===== config.mk =====
export PLATFORM = sky130hd
export DESIGN_NAME = ccip_wr_responder
export DESIGN_NICKNAME = d
export VERILOG_FILES = /design/src/rtl/ccip_wr_responder.sv
export SDC_FILE = /design/constraint.sdc
export NUM_CORES = 1
export LEC_CHECK = 0
export BUFFER_PORTS_ARGS = -buffer_cell sky130_fd_sc_hd__buf_2
export CAP_MARGIN = 25
export CORE_ASPECT_RATIO = 2
export CORE_MARGIN = 3
export CORE_UTILIZATION = 60
export DETAILED_ROUTE_END_ITERATION = 12
export GPL_ROUTABILITY_DRIVEN = 0
export PLACE_DENSITY_LB_ADDON = 0.05
export SLEW_MARGIN = 20
export SYNTH_ARGS = -nofsm -noshare
export SYNTH_HDL_FRONTEND = slang
export SYNTH_SLANG_ARGS = --single-unit

===== constraint.sdc =====
create_clock -name clk -period 17.35 [get_ports clk]
set_clock_uncertainty 0.15 [all_clocks]
set_input_delay 0.8675 -clock clk [delete_from_list [all_inputs] [get_ports clk]]
set_output_delay 0.8675 -clock clk [all_outputs]
set_load 0.01 [all_outputs]

===== src/rtl/ccip_wr_responder.sv =====
// CCI-P write-channel responder: assembles multi-beat write packets and fences, queues them,
// and returns one response header per packet after a fixed minimum latency, in order.
module ccip_wr_responder #(
  parameter int unsigned FIFO_DEPTH_BASE2  = 4,
  parameter int unsigned RSP_LATENCY       = 8,
  parameter int unsigned ALMFULL_THRESHOLD = 12
) (
  input  logic                      clk,
  input  logic                      rst,
  input  logic                      tx_valid,
  input  logic [79:0]               tx_hdr,
  output logic                      tx_almfull,
  output logic                      rx_valid,
  output logic [27:0]               rx_hdr,
  output logic [FIFO_DEPTH_BASE2:0] outstanding,
  output logic                      err,
  output logic [2:0]                err_code
);

  localparam int unsigned Depth = 1 << FIFO_DEPTH_BASE2;
  localparam int unsigned CntW  = FIFO_DEPTH_BASE2 + 1;
  localparam logic [7:0]  Lat   = 8'(RSP_LATENCY);

  typedef enum logic {StIdle, StMidpkt} state_e;

  state_e state_q, state_d;
  logic [1:0]  beat_cnt_q, beat_cnt_d, pkt_len_q, pkt_len_d, pkt_vc_q, pkt_vc_d;
  logic [15:0] pkt_mdata_q, pkt_mdata_d;
  logic [7:0]  cycle_cnt_q;
  logic [FIFO_DEPTH_BASE2-1:0] wr_ptr_q, rd_ptr_q;
  logic [CntW-1:0] count_q;
  logic        almfull_q, rx_valid_q, err_q;
  logic [27:0] rx_hdr_q;
  logic [2:0]  err_code_q;

  logic        q_kind  [Depth];
  logic [1:0]  q_vc    [Depth];
  logic [1:0]  q_len   [Depth];
  logic [15:0] q_mdata [Depth];
  logic [7:0]  q_stamp [Depth];

  logic [1:0]  b_vc, b_len;
  logic        b_sop, legal, is_fence;
  logic [3:0]  b_type;
  logic [15:0] b_mdata;
  logic        enq, enq_kind, enq_ok, deq, full, beat_err, err_set;
  logic [1:0]  enq_vc, enq_len;
  logic [15:0] enq_mdata;
  logic [2:0]  beat_cause, err_cause;
  logic [7:0]  head_age;
  logic [1:0]  head_vc_used;
  logic [27:0] rsp_hdr;
  logic        unused_hdr_bits;

  assign b_vc     = tx_hdr[73:72];
  assign b_sop    = tx_hdr[71];
  assign b_len    = tx_hdr[69:68];
  assign b_type   = tx_hdr[67:64];
  assign b_mdata  = tx_hdr[15:0];
  assign legal    = (b_type == 4'd3) || (b_type == 4'd4) || (b_type == 4'd6);
  assign is_fence = (b_type == 4'd6);
  assign unused_hdr_bits = ^{tx_hdr[79:74], tx_hdr[70], tx_hdr[63:16]};

  // Packet assembly; a sop beat arriving mid-packet falls through to the idle handling.
  always_comb begin
    state_d     = state_q;
    beat_cnt_d  = beat_cnt_q;
    pkt_len_d   = pkt_len_q;
    pkt_vc_d    = pkt_vc_q;
    pkt_mdata_d = pkt_mdata_q;
    enq         = 1'b0;
    enq_kind    = 1'b0;
    enq_vc      = 2'd0;
    enq_len     = 2'd0;
    enq_mdata   = 16'd0;
    beat_err    = 1'b0;
    beat_cause  = 3'd0;
    if (tx_valid) begin
      if (!legal) begin
        beat_err   = 1'b1;
        beat_cause = 3'd3;
      end else if (is_fence) begin
        if (state_q == StMidpkt) begin
          beat_err   = 1'b1;
          beat_cause = 3'd5;
        end else begin
          enq       = 1'b1;
          enq_kind  = 1'b1;
          enq_vc    = b_vc;
          enq_mdata = b_mdata;
        end
      end else if (state_q == StMidpkt && !b_sop) begin
        if (beat_cnt_q == pkt_len_q) begin
          enq       = 1'b1;
          enq_vc    = pkt_vc_q;
          enq_len   = pkt_len_q;
          enq_mdata = pkt_mdata_q;
          state_d   = StIdle;
        end else begin
          beat_cnt_d = beat_cnt_q + 2'd1;
        end
      end else begin
        if (state_q == StMidpkt) begin
          beat_err   = 1'b1;
          beat_cause = 3'd2;
        end
        if (!b_sop) begin
          beat_err   = 1'b1;
          beat_cause = 3'd1;
        end else if (b_len == 2'd0) begin
          enq       = 1'b1;
          enq_vc    = b_vc;
          enq_mdata = b_mdata;
          state_d   = StIdle;
        end else begin
          pkt_len_d   = b_len;
          pkt_vc_d    = b_vc;
          pkt_mdata_d = b_mdata;
          beat_cnt_d  = 2'd1;
          state_d     = StMidpkt;
        end
      end
    end
  end

  assign head_age = cycle_cnt_q - q_stamp[rd_ptr_q];
  assign deq      = (count_q != '0) && (head_age >= Lat);
  assign full     = (count_q == CntW'(Depth));
  assign enq_ok   = enq && (!full || deq);
  assign err_set  = beat_err || (enq && !enq_ok);
  assign err_cause = beat_err ? beat_cause : 3'd4;

  assign head_vc_used = (q_vc[rd_ptr_q] == 2'd0) ? 2'd1 : q_vc[rd_ptr_q];

  always_comb begin
    if (q_kind[rd_ptr_q]) begin
      rsp_hdr = {head_vc_used, 4'b0000, 2'd0, 4'd4, q_mdata[rd_ptr_q]};
    end else begin
      rsp_hdr = {head_vc_used, 1'b0, 1'b0, (q_len[rd_ptr_q] != 2'd0), 1'b0,
                 q_len[rd_ptr_q], 4'd2, q_mdata[rd_ptr_q]};
    end
  end

  always_ff @(posedge clk) begin
    if (rst) begin
      state_q     <= StIdle;
      beat_cnt_q  <= 2'd0;
      pkt_len_q   <= 2'd0;
      pkt_vc_q    <= 2'd0;
      pkt_mdata_q <= 16'd0;
      cycle_cnt_q <= 8'd0;
      wr_ptr_q    <= '0;
      rd_ptr_q    <= '0;
      count_q     <= '0;
      almfull_q   <= 1'b0;
      rx_valid_q  <= 1'b0;
      rx_hdr_q    <= 28'd0;
      err_q       <= 1'b0;
      err_code_q  <= 3'd0;
    end else begin
      state_q     <= state_d;
      beat_cnt_q  <= beat_cnt_d;
      pkt_len_q   <= pkt_len_d;
      pkt_vc_q    <= pkt_vc_d;
      pkt_mdata_q <= pkt_mdata_d;
      cycle_cnt_q <= cycle_cnt_q + 8'd1;
      if (enq_ok) wr_ptr_q <= wr_ptr_q + 1'b1;
      if (deq) rd_ptr_q <= rd_ptr_q + 1'b1;
      count_q     <= count_q + CntW'(enq_ok) - CntW'(deq);
      almfull_q   <= (count_q >= CntW'(ALMFULL_THRESHOLD));
      rx_valid_q  <= deq;
      rx_hdr_q    <= deq ? rsp_hdr : 28'd0;
      if (err_set && !err_q) begin
        err_q      <= 1'b1;
        err_code_q <= err_cause;
      end
    end
  end

  // Queue storage needs no reset; occupancy is tracked by the pointers and count.
  always_ff @(posedge clk) begin
    if (!rst && enq_ok) begin
      q_kind[wr_ptr_q]  <= enq_kind;
      q_vc[wr_ptr_q]    <= enq_vc;
      q_len[wr_ptr_q]   <= enq_len;
      q_mdata[wr_ptr_q] <= enq_mdata;
      q_stamp[wr_ptr_q] <= cycle_cnt_q;
    end
  end

  assign tx_almfull  = almfull_q;
  assign rx_valid    = rx_valid_q;
  assign rx_hdr      = rx_hdr_q;
  assign outstanding = count_q;
  assign err         = err_q;
  assign err_code    = err_code_q;

endmodule


---- Word-level counts from Yosys, hierarchy flattened ----
Memories as Yosys holds them, arrays and structs flattened. A register that Yosys moved wholly into a read port is not among the register bits.
Index checks and enable logic that the tools add are counted.
Widths: inputs -> output; s select.
storage, ports and cells
  memories ................................ 5
  output and inout bits ................... 39
  bits of input ports ..................... 83
  bits in writable memories ............... 464
  register bits after elaboration ......... 78
  logic and storage cells ................. 134
cells by class
  reductions and logical operators ........ 25
  equal/unequal tests ..................... 8
  multiplexer cells ....................... 68
  $add $sub $neg .......................... 7
  bitwise logic cells ..................... 4
  order comparisons ....................... 2
memories
  memory   words  bits a word  rd ports  clocked after memory_dff  write ports  RTL line  text
  q_mdata  16     16           1         1                         1            39        logic [15:0] q_mdata [Depth];
  q_stamp  16     8            1         1                         1            40        logic [7:0] q_stamp [Depth];
  q_len    16     2            1         1                         1            38        logic [1:0] q_len [Depth];
  q_vc     16     2            1         1                         1            37        logic [1:0] q_vc [Depth];
  q_kind   16     1            1         1                         1            36        logic q_kind [Depth];
operator list
  cell                 number
  $mux 16              8
  $mux 4               10
  $mux 2               19
  $mux 1               23
  $mux 3               7
  $mux 19              1
  $reduce_and 6->1     2
  $add 4x1->4 const B  2
  $add 8x1->8 const B  1
  $eq 4x3->1 const B   2
  $ge 8x4->1 const B   1
  $sub 8x8->8          1
  $logic_and 1x1->1    6
  $add 5x1->5          1
  $eq 5x5->1 const B   1
  $ge 5x4->1 const B   1
  $logic_not 1->1      5
  $reduce_and 5->1     1
  $reduce_bool 5->1    1
  $sub 5x1->5          1
  $eq 4x2->1 const B   1
  $logic_not 2->1      2
  $logic_or 1x1->1     4
  $ne 2x2->1 const B   2
  7 further kinds      11

---- Longest topological paths before layout ----
Gate-level depths: netlist of the first run.
  depth after elaboration ................. 12
  gate-level depth with buffers ........... 28
  gate-level depth less buffers ........... 23

---- Worst setup path before layout of the first run ----
Ideal clock, no wire load.
  path kind ............................... reg2reg
  start ................................... reg with a tool-made name
  end ..................................... mem q_kind[2], enable pin
  arrival time ............................ 6847 ps
  setup time .............................. 488 ps
  period minus slack after synthesis ...... 7485 ps
  setup slack ............................. 9865 ps
  stages on the path, launching flop included .. 17
  buffers on the path ..................... 4
  required time ........................... 16712 ps
  cell sequence ........................... dfxtp_1 buf_6 clkbuf_1 buf_2 buf_2 mux4_2 mux4_2 inv_1 ha_1 a211o_1 a2111oi_0 nand3b_1 a31oi_4 and4_1 nor3_4 inv_4 nor4_1
RTL lines
  item           RTL line
  end, declared  36

==> flow_metrics.env, run 1 <==
export IMPL_tightest_slew_ps=1024
export IMPL_internal_power_w=0.002266
export IMPL_synthDistinctLibCells=68
export IMPL_layout_drive_gt1_share_pct=27.64
export IMPL_clockRootBuffer="clkbuf_16"
export IMPL_hold_depth=2
export IMPL_final_hold_viol_count=0
export IMPL_setup_tns_final_ps=0
export IMPL_die_area_sq_um=38060
export IMPL_numClockSinks=541
export IMPL_hold_path_class="reg2reg"
export IMPL_finalCritPeriodShare_pct=43.02
export IMPL_syn_area_sq_um=21370
export IMPL_cp_start_kind="flop"
export IMPL_regToRegSetupSlack_ps=9890
export IMPL_cts_tree="yes"
export IMPL_overflow=0
export IMPL_fin_nets=1302
export IMPL_path_delay_family="buffers and inverters"
export IMPL_cts_buffers=45
export IMPL_regArea_sq_um=15480
export IMPL_fin_ws_ps=9885
export IMPL_cp_slowest_stage_delay_ps=770
export IMPL_crit_required_ps=17610
export IMPL_yosys_warnings=0
export IMPL_ctsResizeCount=0
export IMPL_rows=97
export IMPL_relSlewSlack_pct=31.76
export IMPL_post_dp_hpwl_mm=24.88
export IMPL_portBuffers=61
export IMPL_initial_utilization_pct=60.93
export IMPL_initialDrtViolationCount=743
export IMPL_post_route_util_pct=67.87
export IMPL_whs_ps=307.4
export IMPL_synthArstFlopShare_pct=0
export IMPL_cp_end_kind="flop"
export IMPL_h_tree_depth=2
export IMPL_clkPwrFrac_pct=33.3
export IMPL_setup_viol=0
export IMPL_grt_start_max_net_pins=66
export IMPL_p_comb_share_pct=17.4
export IMPL_cap_violations=0
export IMPL_clk_pin_slew_worst_paths_ps=70
export IMPL_clk_latency_ps=570
export IMPL_r2r_cells=24
export IMPL_synth_top_area_share_pct=65.20
export IMPL_routed_wl_mm=46.28
export IMPL_arrival_ps=7730
export IMPL_max_clock_path_buffers=3
export IMPL_crit_path_frequent_cell="inv_1"
export IMPL_switchingPower_w=0.0007358
export IMPL_power_density_nw_per_um2=126.1
export IMPL_place_ws_ps=9790
export IMPL_wl_per_cell_um=27.63
export IMPL_critical_path_class="reg2reg"
export IMPL_drc=0
export IMPL_syn_instance_count=1108
export IMPL_fin_crit_ps=7465
export IMPL_status="finished clean"
export IMPL_vias=10624
export IMPL_synth_area_per_cell_sq_um=19.29
export IMPL_synth_seq_cells=541
export IMPL_drtAntennaViolNets=0
export IMPL_n_antenna_cell=0
export IMPL_multi_input_area_sq_um=5673
export IMPL_fillers=2265
export IMPL_drt_pass1_iter_count=5
export IMPL_die_x_um=139.5
export IMPL_grt_first_pass_wirelength_mm=69.88
export IMPL_rsz0062_at_grt="no"
export IMPL_core_region_area_sq_um=35070
export IMPL_path_depth=24
export IMPL_grt_usage_pct=25.02
export IMPL_antenna_found_initial=0
export IMPL_p_seq_share_pct=49.3
export IMPL_cellLeakagePower_nw=7.788
export IMPL_cp_slowest_cell="buf_4"
export IMPL_ios=122
export IMPL_postCtsHoldBufs=0
export IMPL_synth_edf_count=464
export IMPL_switching_share_pct=24.52
export IMPL_maxSlewViolCount=0
export IMPL_ir_drop_v=0.0001109
export IMPL_die_h_um=272.9
export IMPL_cp_max_fo=42
export IMPL_yosys_area_top_type="edfxtp_1"
export IMPL_path_cells="buf_4 -> buf_4 -> mux4_2 -> mux4_2 -> inv_1 -> ha_1 -> xor2_1 -> or4_1 -> or4_4 -> a31oi_4 -> nor4b_4 -> nor3_4 -> inv_4 -> ha_1 -> inv_1 -> ha_1 -> inv_1 -> fa_1 -> inv_1 -> a21oi_1 -> nor2_1 -> nor2_1 -> xor2_1 -> nor2_1"
export IMPL_yosysSeqAreaShare_pct=72.41
export IMPL_avgViaCountPerCell=6.343
export IMPL_grt_pass1_vias=11197
export IMPL_ys_top_cells_by_area="edfxtp_1 65%, mux4_2 15%, dfxtp_1 7.2%, ha_1 1.4%, nand2_1 0.90%"
export IMPL_fmax_ghz=0.1340
export IMPL_synthFlopType="edfxtp_1"
export IMPL_cts_setup_buffers=0
export IMPL_cp_buffers_inverters=7
export IMPL_syn_to_final_growth_pct=11.39
## area by class of cell
type	instances	share of cell area (%)
Tap cell	445	2.339
Inverter	34	0.5466
Timing Repair Buffer	89	2.181
Clock buffer	65	5.308
Multi-Input combinational cell	482	23.83
Sequential cell	541	65.04
Clock inverter	19	0.7568
## cells in the final DEF (no fill, tap or decap), types with 5 or more instances in the layout
master and n:
o21ai_0 9, nand4_1 6, nor4_4 6, nand2b_1 10, ha_1 24, buf_4 27, buf_2 61, a22o_1 18
xor2_1 9, nand3b_1 5, conb_1 5, nor2_1 39, nand2_1 51, clkbuf_1 16, mux4_2 142, edfxtp_1 464
a21oi_1 32, nor4b_4 5, dfxtp_1 74, clkinv_2 9, nand3_1 11, inv_1 32, clkbuf_16 47, nor2b_1 26
## power by group through the flow
stage / clock network, W / registers [W] / logic [W]
2_1_floorplan: 0 / 0.00148 / 0.000429
3_3_place_gp: 0 / 0.00151 / 0.000526
3_5_place_dp: 0 / 0.00151 / 0.000532
4_1_cts: 0.00102 / 0.00148 / 0.000534
5_1_grt: 0.00107 / 0.00149 / 0.000571
6_report: 0.000999 / 0.00148 / 0.000523
## per-stage QoR
step / cells / total power [W] / cell area [sq um]
2_1_floorplan: 1112 / 0.001910 / 21390
3_3_place_gp: 1590 / 0.002037 / 22340
3_5_place_dp: 1591 / 0.002043 / 22360
4_1_cts: 1675 / 0.003034 / 23810
5_1_grt: 1675 / 0.003129 / 23810
6_report: 1675 / 0.003001 / 23810
## flip-flops by register name (all words and copies together) (netlist names), 3 cells and up, named ones only
name         count
cycle_cnt_q      8
outstanding      5
q_vc            32
rx_hdr          23
q_len           32
pkt_mdata_q     16
wr_ptr_q         4
err_code         3
q_mdata        256
q_kind          16
rd_ptr_q         4
q_stamp        128
## worst min-delay path: cells and delay by family (launching register included)
family           cells  cell delay [ps]
AND/OR/NAND/NOR      1               50
flip-flops           1              310
AO/OA/AOI/OAI        1               50
## routing by layer
layer  track usage (%)  wire length, um  up-vias
li1                  -                -     4616
met1             31.10            17410     5637
met2             45.74            25590      290
met3             3.152             1821       81
met4             7.990             1460        0
met5                 0                0        -
## logic make-up (layout without fill, tap and decap cells)
| logic type | after synthesis | in the layout | synth area share, % |
|---|---|---|---|
| AO/OA/AOI/OAI | 91 | 91 | 3.015 |
| XOR/XNOR | 13 | 13 | 0.5328 |
| adder cells (fa/ha/maj) | 26 | 26 | 1.592 |
| buffers and inverters | 89 | 207 | 1.791 |
| flip-flops | 541 | 541 | 72.41 |
| multiplexers | 152 | 152 | 15.47 |
| other | 1 | 5 | 0.01755 |
| AND/OR/NAND/NOR | 195 | 195 | 5.175 |
## final timing paths
| kind | startpoint | to |
|---|---|---|
| setup reg to reg | flop | outstanding[4] |
| hold / removal | pkt_vc_q[0] | pkt_vc_q[0] |
| setup / recovery | flop | outstanding[4] |
| hold reg to reg | pkt_vc_q[0] | pkt_vc_q[0] |
## Yosys cell counts, drive strengths merged, types with 5 or more instances
| cell type | n |
|---|---|
| a21oi | 32 |
| a22o | 18 |
| buf | 24 |
| clkbuf | 31 |
| dfxtp | 77 |
| edfxtp | 464 |
| ha | 24 |
| inv | 33 |
| mux2 | 6 |
| mux4 | 142 |
| nand2 | 51 |
| nand2b | 10 |
| nand3 | 12 |
| nand3b | 5 |
| nand4 | 7 |
| nor2 | 40 |
| nor2b | 26 |
| nor3 | 9 |
| nor4 | 10 |
| nor4b | 5 |
| o21ai | 10 |
| xor2 | 9 |
(Power assumes the default switching activity.)
==> run 2, diff against run 1 <==
--- a/config.mk
+++ b/config.mk
@@ -9,7 +9,7 @@
 export CAP_MARGIN = 25
 export CORE_ASPECT_RATIO = 2
 export CORE_MARGIN = 3
-export CORE_UTILIZATION = 60
+export CORE_UTILIZATION = 55
 export DETAILED_ROUTE_END_ITERATION = 12
 export GPL_ROUTABILITY_DRIVEN = 0
 export PLACE_DENSITY_LB_ADDON = 0.05
==> constraint.sdc (replaced) <==
create_clock -name clk -period 6.7 [get_ports clk]
set_clock_uncertainty 0.15 [all_clocks]
set_input_delay 0.335 -clock clk [delete_from_list [all_inputs] [get_ports clk]]
set_output_delay 0.335 -clock clk [all_outputs]
set_load 0.01 [all_outputs]
==> run 2 against run 1 <==
Effect of this change: cell count is 6.0% higher; non-clock buffer count is 29 higher; clock-buffer cell count is 7 lower; sequential cell count stayed put; worst hold slack worse by 270 ps; clock power grew to 2.7 times the previous value; via count is 0.31% higher; critical path depth is 1 lower; fmax is 28% higher; largest power group unchanged; total power grew to 2.6 times the previous value; register-to-register slack worse by 9000 ps; combinational power grew to 2.7 times the previous value.
==> flow_metrics.env, run 2 (same netlist as run 1, synthesis figures left out) <==
export IMPL_clockRootBuffer="clkbuf_16"
export IMPL_post_dp_hpwl_mm=27.84
export IMPL_grt_start_max_net_pins=63
export IMPL_power_density_nw_per_um2=326.4
export IMPL_ctsResizeCount=0
export IMPL_h_tree_depth=2
export IMPL_design_area_sq_um=24360
export IMPL_clk_pin_slew_worst_paths_ps=70
export IMPL_rows=101
export IMPL_ir_drop_v=0.0003329
export IMPL_crit_required_ps=6960
export IMPL_clk_latency_ps=560
export IMPL_fmax_ghz=0.1720
export IMPL_antenna_found_initial=0
export IMPL_arrival_ps=6070
export IMPL_cp_end_kind="flop"
export IMPL_layout_common_cells="464 x edfxtp_1, 142 x mux4_2, 74 x dfxtp_1"
export IMPL_maxSlewViolCount=0
export IMPL_avgViaCountPerCell=6.004
export IMPL_core_region_area_sq_um=38160
export IMPL_initialDrtViolationCount=741
export IMPL_drt_pass1_iter_count=5
export IMPL_hold_path_class="in2reg"
export IMPL_ios=122
export IMPL_grt_usage_pct=23.36
export IMPL_initial_utilization_pct=56.00
export IMPL_cts_buffers=46
export IMPL_whs_ps=38.26
export IMPL_routed_wl_mm=47.36
export IMPL_relSlewSlack_pct=31.93
export IMPL_setup_tns_final_ps=0
export IMPL_largest_register="q_mdata"
export IMPL_fin_crit_ps=5816
export IMPL_grt_first_pass_wirelength_mm=71.37
export IMPL_n_antenna_cell=0
export IMPL_max_clock_path_buffers=3
export IMPL_largestRegisters="q_mdata x256, q_stamp x128"
export IMPL_drc=0
export IMPL_die_h_um=284.8
export IMPL_numClockSinks=541
export IMPL_layout_drive_gt1_share_pct=28.41
export IMPL_cellLeakagePower_nw=7.994
export IMPL_critical_path_class="reg2reg"
export IMPL_finalCritPeriodShare_pct=86.80
export IMPL_cp_max_fo=24
export IMPL_syn_to_final_growth_pct=14.00
export IMPL_cts_tree="yes"
export IMPL_place_area_sq_um=22600
export IMPL_fin_nets=1332
export IMPL_drtAntennaViolNets=0
export IMPL_final_hold_viol_count=0
export IMPL_largest_reg_flops=256
export IMPL_tightest_slew_ps=1021
export IMPL_status="finished clean"
export IMPL_cp_start_kind="flop"
export IMPL_die_area_sq_um=41400
export IMPL_grt_pass1_vias=11214
export IMPL_vias=10657
export IMPL_final_common_cell="edfxtp_1"
export IMPL_overflow=0
export IMPL_die_x_um=145.4
export IMPL_cap_violations=0
export IMPL_setup_viol=0
export IMPL_wl_per_cell_um=26.68
export IMPL_rsz0062_at_grt="no"
export IMPL_portBuffers=61
run 2: cell types whose count changed in the layout (fill, tap and decap cells not counted), sizes merged:
cell	before	now
buf	89	98
bufinv	3	5
clkbuf	65	58
clkinv	13	8
clkinvlp	1	10
dlygate4sd3	0	20
inv	36	38
run 2: timing repair:
item / CTS / global route
setup buffers: 0 / 0
hold buffers: 20 / 0
setup endpoints to repair: 0 / 0
hold endpoints to repair: 20 / 0
run 2: final timing paths:
check,startpoint,endpoint,slack (ps),depth (start not counted)
worst max-delay path,flop,outstanding[4],880,23
worst max register to register,flop,outstanding[4],880,23
worst min register to register,pkt_mdata_q[5],pkt_mdata_q[5],310,2
worst min-delay path,tx_hdr[67],err_code[0],40,3
run 2: layer usage:
| metal | share of wire [%] | global-route usage, % |
|---|---|---|
| met1 | 37 | 28.68 |
| met2 | 56 | 43.81 |
| met3 | 3.8 | 2.369 |
| met4 | 2.7 | 6.895 |
| met5 | 0 | 0 |
run 2: stage by stage:
| stage | std cells | total power [W] | setup slack [ps] | util (%) |
|---|---|---|---|---|
| after global routing | 1775 | 0.008277 | 579.6 | 63.84 |
| after global placement | 1667 | 0.005319 | 841.3 | 59.17 |
| after floorplan | 1112 | 0.004949 | -784.6 | - |
| after detailed placement | 1669 | 0.005328 | 839.0 | 59.23 |
| after CTS | 1774 | 0.008060 | 808.5 | 63.81 |
| final | 1775 | 0.007953 | 884.4 | 63.84 |
run 2: final cells by class:
| cell class | count | area (sq um) |
|---|---|---|
| clock buffer | 58 | 1247 |
| clock inverter | 27 | 300.3 |
| fill | 2684 | 13800 |
| inverter | 34 | 130.1 |
| multi-input combinational | 482 | 5688 |
| sequential | 541 | 15480 |
| tap | 515 | 644.4 |
| timing repair buffer | 118 | 869.6 |
run 2: power breakdown:
part	total, W	switching [W]	leakage (nW)	internal, W
Sequential	0.00383	0.000133	4.87	0.00369
Clock	0.00272	0.00119	0.729	0.00153
Combinational	0.00140	0.000650	2.39	0.000751
run 2: worst max-delay path, stage by stage, from the launching register on:
cell	delay, ps
dfxtp_4	670
buf_4	370
mux4_2	530
mux4_2	470
inv_1	180
ha_1	300
a211o_1	350
a2111oi_0	350
nand3b_1	240
a31oi_4	80
and4_1	210
nor3_4	240
inv_4	50
ha_1	290
inv_1	60
ha_1	160
inv_1	60
fa_1	430
inv_1	70
a21oi_1	60
nor2_1	90
nor2_1	50
xor2_1	120
nor2_1	50
==> run 3, diff against run 2 <==
==> constraint.sdc (replaced) <==
create_clock -name clk -period 6.7 [get_ports clk]
set_clock_uncertainty 0.15 [all_clocks]
set_input_delay 1.005 -clock clk [delete_from_list [all_inputs] [get_ports clk]]
set_output_delay 1.005 -clock clk [all_outputs]
set_load 0.01 [all_outputs]
==> run 3 against run 2 <==
Effect of this change: die area unchanged; fmax grew 0.25%; wire length up 0.77%.
==> flow_metrics.env, run 3 (same netlist as run 1, synthesis figures left out) <==
export IMPL_numClockSinks=541
export IMPL_r2r_end="outstanding[4]"
export IMPL_status="finished clean"
export IMPL_layout_common_cells="464 x edfxtp_1, 142 x mux4_2, 74 x dfxtp_1"
export IMPL_fmax_ghz=0.1724
export IMPL_initialDrtViolationCount=703
export IMPL_hold_depth=2
export IMPL_antenna_found_initial=0
export IMPL_holdCritStartpoint="pkt_mdata_q[9]"
export IMPL_fin_nets=1317
export IMPL_cp_slowest_stage_delay_ps=680
export IMPL_post_route_util_pct=63.38
export IMPL_cts_setup_buffers=0
export IMPL_die_h_um=284.8
export IMPL_whs_ps=306.2
export IMPL_regArea_sq_um=15480
export IMPL_clk_pin_slew_worst_paths_ps=70
export IMPL_path_cells="mux4_2 -> mux4_2 -> inv_1 -> ha_1 -> xor2_1 -> or4_1 -> or4_4 -> a31oi_4 -> nor4b_4 -> nor3_4 -> inv_4 -> ha_1 -> inv_1 -> ha_1 -> inv_1 -> fa_1 -> inv_1 -> a21oi_1 -> nor2_1 -> nor2_1 -> xor2_1 -> nor2_1"
export IMPL_avgViaCountPerCell=6.083
export IMPL_cp_start_kind="flop"
export IMPL_maxSlewViolCount=0
export IMPL_multi_input_area_sq_um=5688
export IMPL_crit_required_ps=6970
export IMPL_hold_end="pkt_mdata_q[9]"
export IMPL_postCtsHoldBufs=0
export IMPL_grt_start_max_net_pins=70
export IMPL_regToRegSetupSlack_ps=900
export IMPL_drtAntennaViolNets=0
export IMPL_largestRegisters="q_mdata x256, q_stamp x128"
export IMPL_portBuffers=61
export IMPL_die_area_sq_um=41400
export IMPL_critical_path_class="reg2reg"
export IMPL_relSlewSlack_pct=32.47
export IMPL_final_hold_viol_count=0
export IMPL_ctsResizeCount=0
export IMPL_ir_drop_v=0.0004034
export IMPL_r2r_cells=22
export IMPL_wl_per_cell_um=27.15
export IMPL_initial_utilization_pct=56.00
export IMPL_drc=0
export IMPL_drt_pass1_iter_count=5
export IMPL_fin_crit_ps=5801
export IMPL_n_antenna_cell=0
export IMPL_layout_drive_gt1_share_pct=28.80
export IMPL_core_region_area_sq_um=38160
export IMPL_ios=122
export IMPL_setup_viol=0
export IMPL_clockRootBuffer="clkbuf_16"
export IMPL_rows=101
export IMPL_largest_register="q_mdata"
export IMPL_cts_tree="yes"
export IMPL_place_inst=1672
export IMPL_routed_wl_mm=47.73
export IMPL_cp_slowest_cell="dfxtp_4"
export IMPL_crit_path_frequent_cell="inv_1"
export IMPL_power_density_nw_per_um2=326.8
export IMPL_vias=10694
export IMPL_post_dp_hpwl_mm=27.93
export IMPL_arrival_ps=6070
export IMPL_cap_violations=0
export IMPL_fin_cells=1758
export IMPL_tightest_slew_ps=1013
export IMPL_largest_reg_flops=256
export IMPL_cts_buffers=45
export IMPL_die_x_um=145.4
export IMPL_final_common_cell="edfxtp_1"
export IMPL_syn_to_final_growth_pct=13.18
export IMPL_path_delay_family="simple AND/OR/NAND/NOR gates"
export IMPL_cp_end_kind="flop"
export IMPL_rsz0062_at_grt="no"
export IMPL_cp_buffers_inverters=5
export IMPL_fillers=2752
export IMPL_finalCritPeriodShare_pct=86.58
export IMPL_grt_first_pass_wirelength_mm=71.13
export IMPL_grt_pass1_vias=11221
export IMPL_overflow=0
export IMPL_grt_usage_pct=23.38
export IMPL_cp_max_fo=24
export IMPL_cellLeakagePower_nw=7.962
export IMPL_max_clock_path_buffers=3
export IMPL_clk_latency_ps=560
export IMPL_h_tree_depth=2
export IMPL_hold_path_class="reg2reg"
==> run 3: cell count changes in the layout (fill, tap and decap cells not counted), moves of 2 or more <==
cell	previous run	this run
clkinv_2	6	8
clkbuf_8	3	5
dlygate4sd3_1	20	0
clkinv_4	0	2
clkbuf_1	8	10
clkinvlp_4	10	1
buf_4	28	32
==> run 3: stage by stage <==
step	total power [W]	instance area (sq um)	TNS, ps	setup slack [ps]
3_3_place_gp	0.005324	22610	0	927.9
2_1_floorplan	0.004949	21410	-68260	-784.6
6_report	0.007904	24190	0	899.1
4_1_cts	0.007987	24120	0	832.6
3_5_place_dp	0.005343	22620	0	846.3
5_1_grt	0.008223	24190	0	551.0
==> run 3: worst register-to-register path, cell delays in order (launching register included) <==
cell	delay, ps
dfxtp_4	680
mux4_2	620
mux4_2	500
inv_1	90
ha_1	290
xor2_1	210
or4_1	420
or4_4	510
a31oi_4	280
nor4b_4	350
nor3_4	110
inv_4	90
ha_1	230
inv_1	60
ha_1	160
inv_1	60
fa_1	430
inv_1	80
a21oi_1	60
nor2_1	90
nor2_1	50
xor2_1	120
nor2_1	50
==> run 3: worst max-delay path by stage <==
| stage | startpoint | to | slack, ps | cells past startpoint |
|---|---|---|---|---|
| finish | flop | outstanding[4] | 900 | 22 |
| global route | flop | outstanding[4] | 550 | 22 |
| CTS | flop | outstanding[4] | 830 | 22 |
| detailed placement | flop | outstanding[4] | 850 | 22 |
| global placement | flop | outstanding[4] | 930 | 22 |
| floorplan | flop | q_kind[2] | -780 | 16 |
==> run 3: metal layers <==
metal  up-vias  GRT usage [%]  routed length (um)
met5         -              0                   0
met2       264          42.72               26460
met4         0          6.942                1144
met1      5713          29.44               18180
met3        68          2.830                1946
li1       4649              -                   -
==> run 3: area by class of cell <==
type                            count  area share [%]
Clock buffer                       62           5.302
Clock inverter                     20          0.8845
Inverter                           34          0.5379
Multi-Input combinational cell    482           23.51
Sequential cell                   541           64.01
Tap cell                          515           2.664
Timing Repair Buffer              104           3.088
==> run 3: where the power goes <==
part,switching (W),internal [W]
combinational,0.000662,0.000763
sequential,0.000130,0.00369
clock,0.00115,0.00150
total,0.00195,0.00596
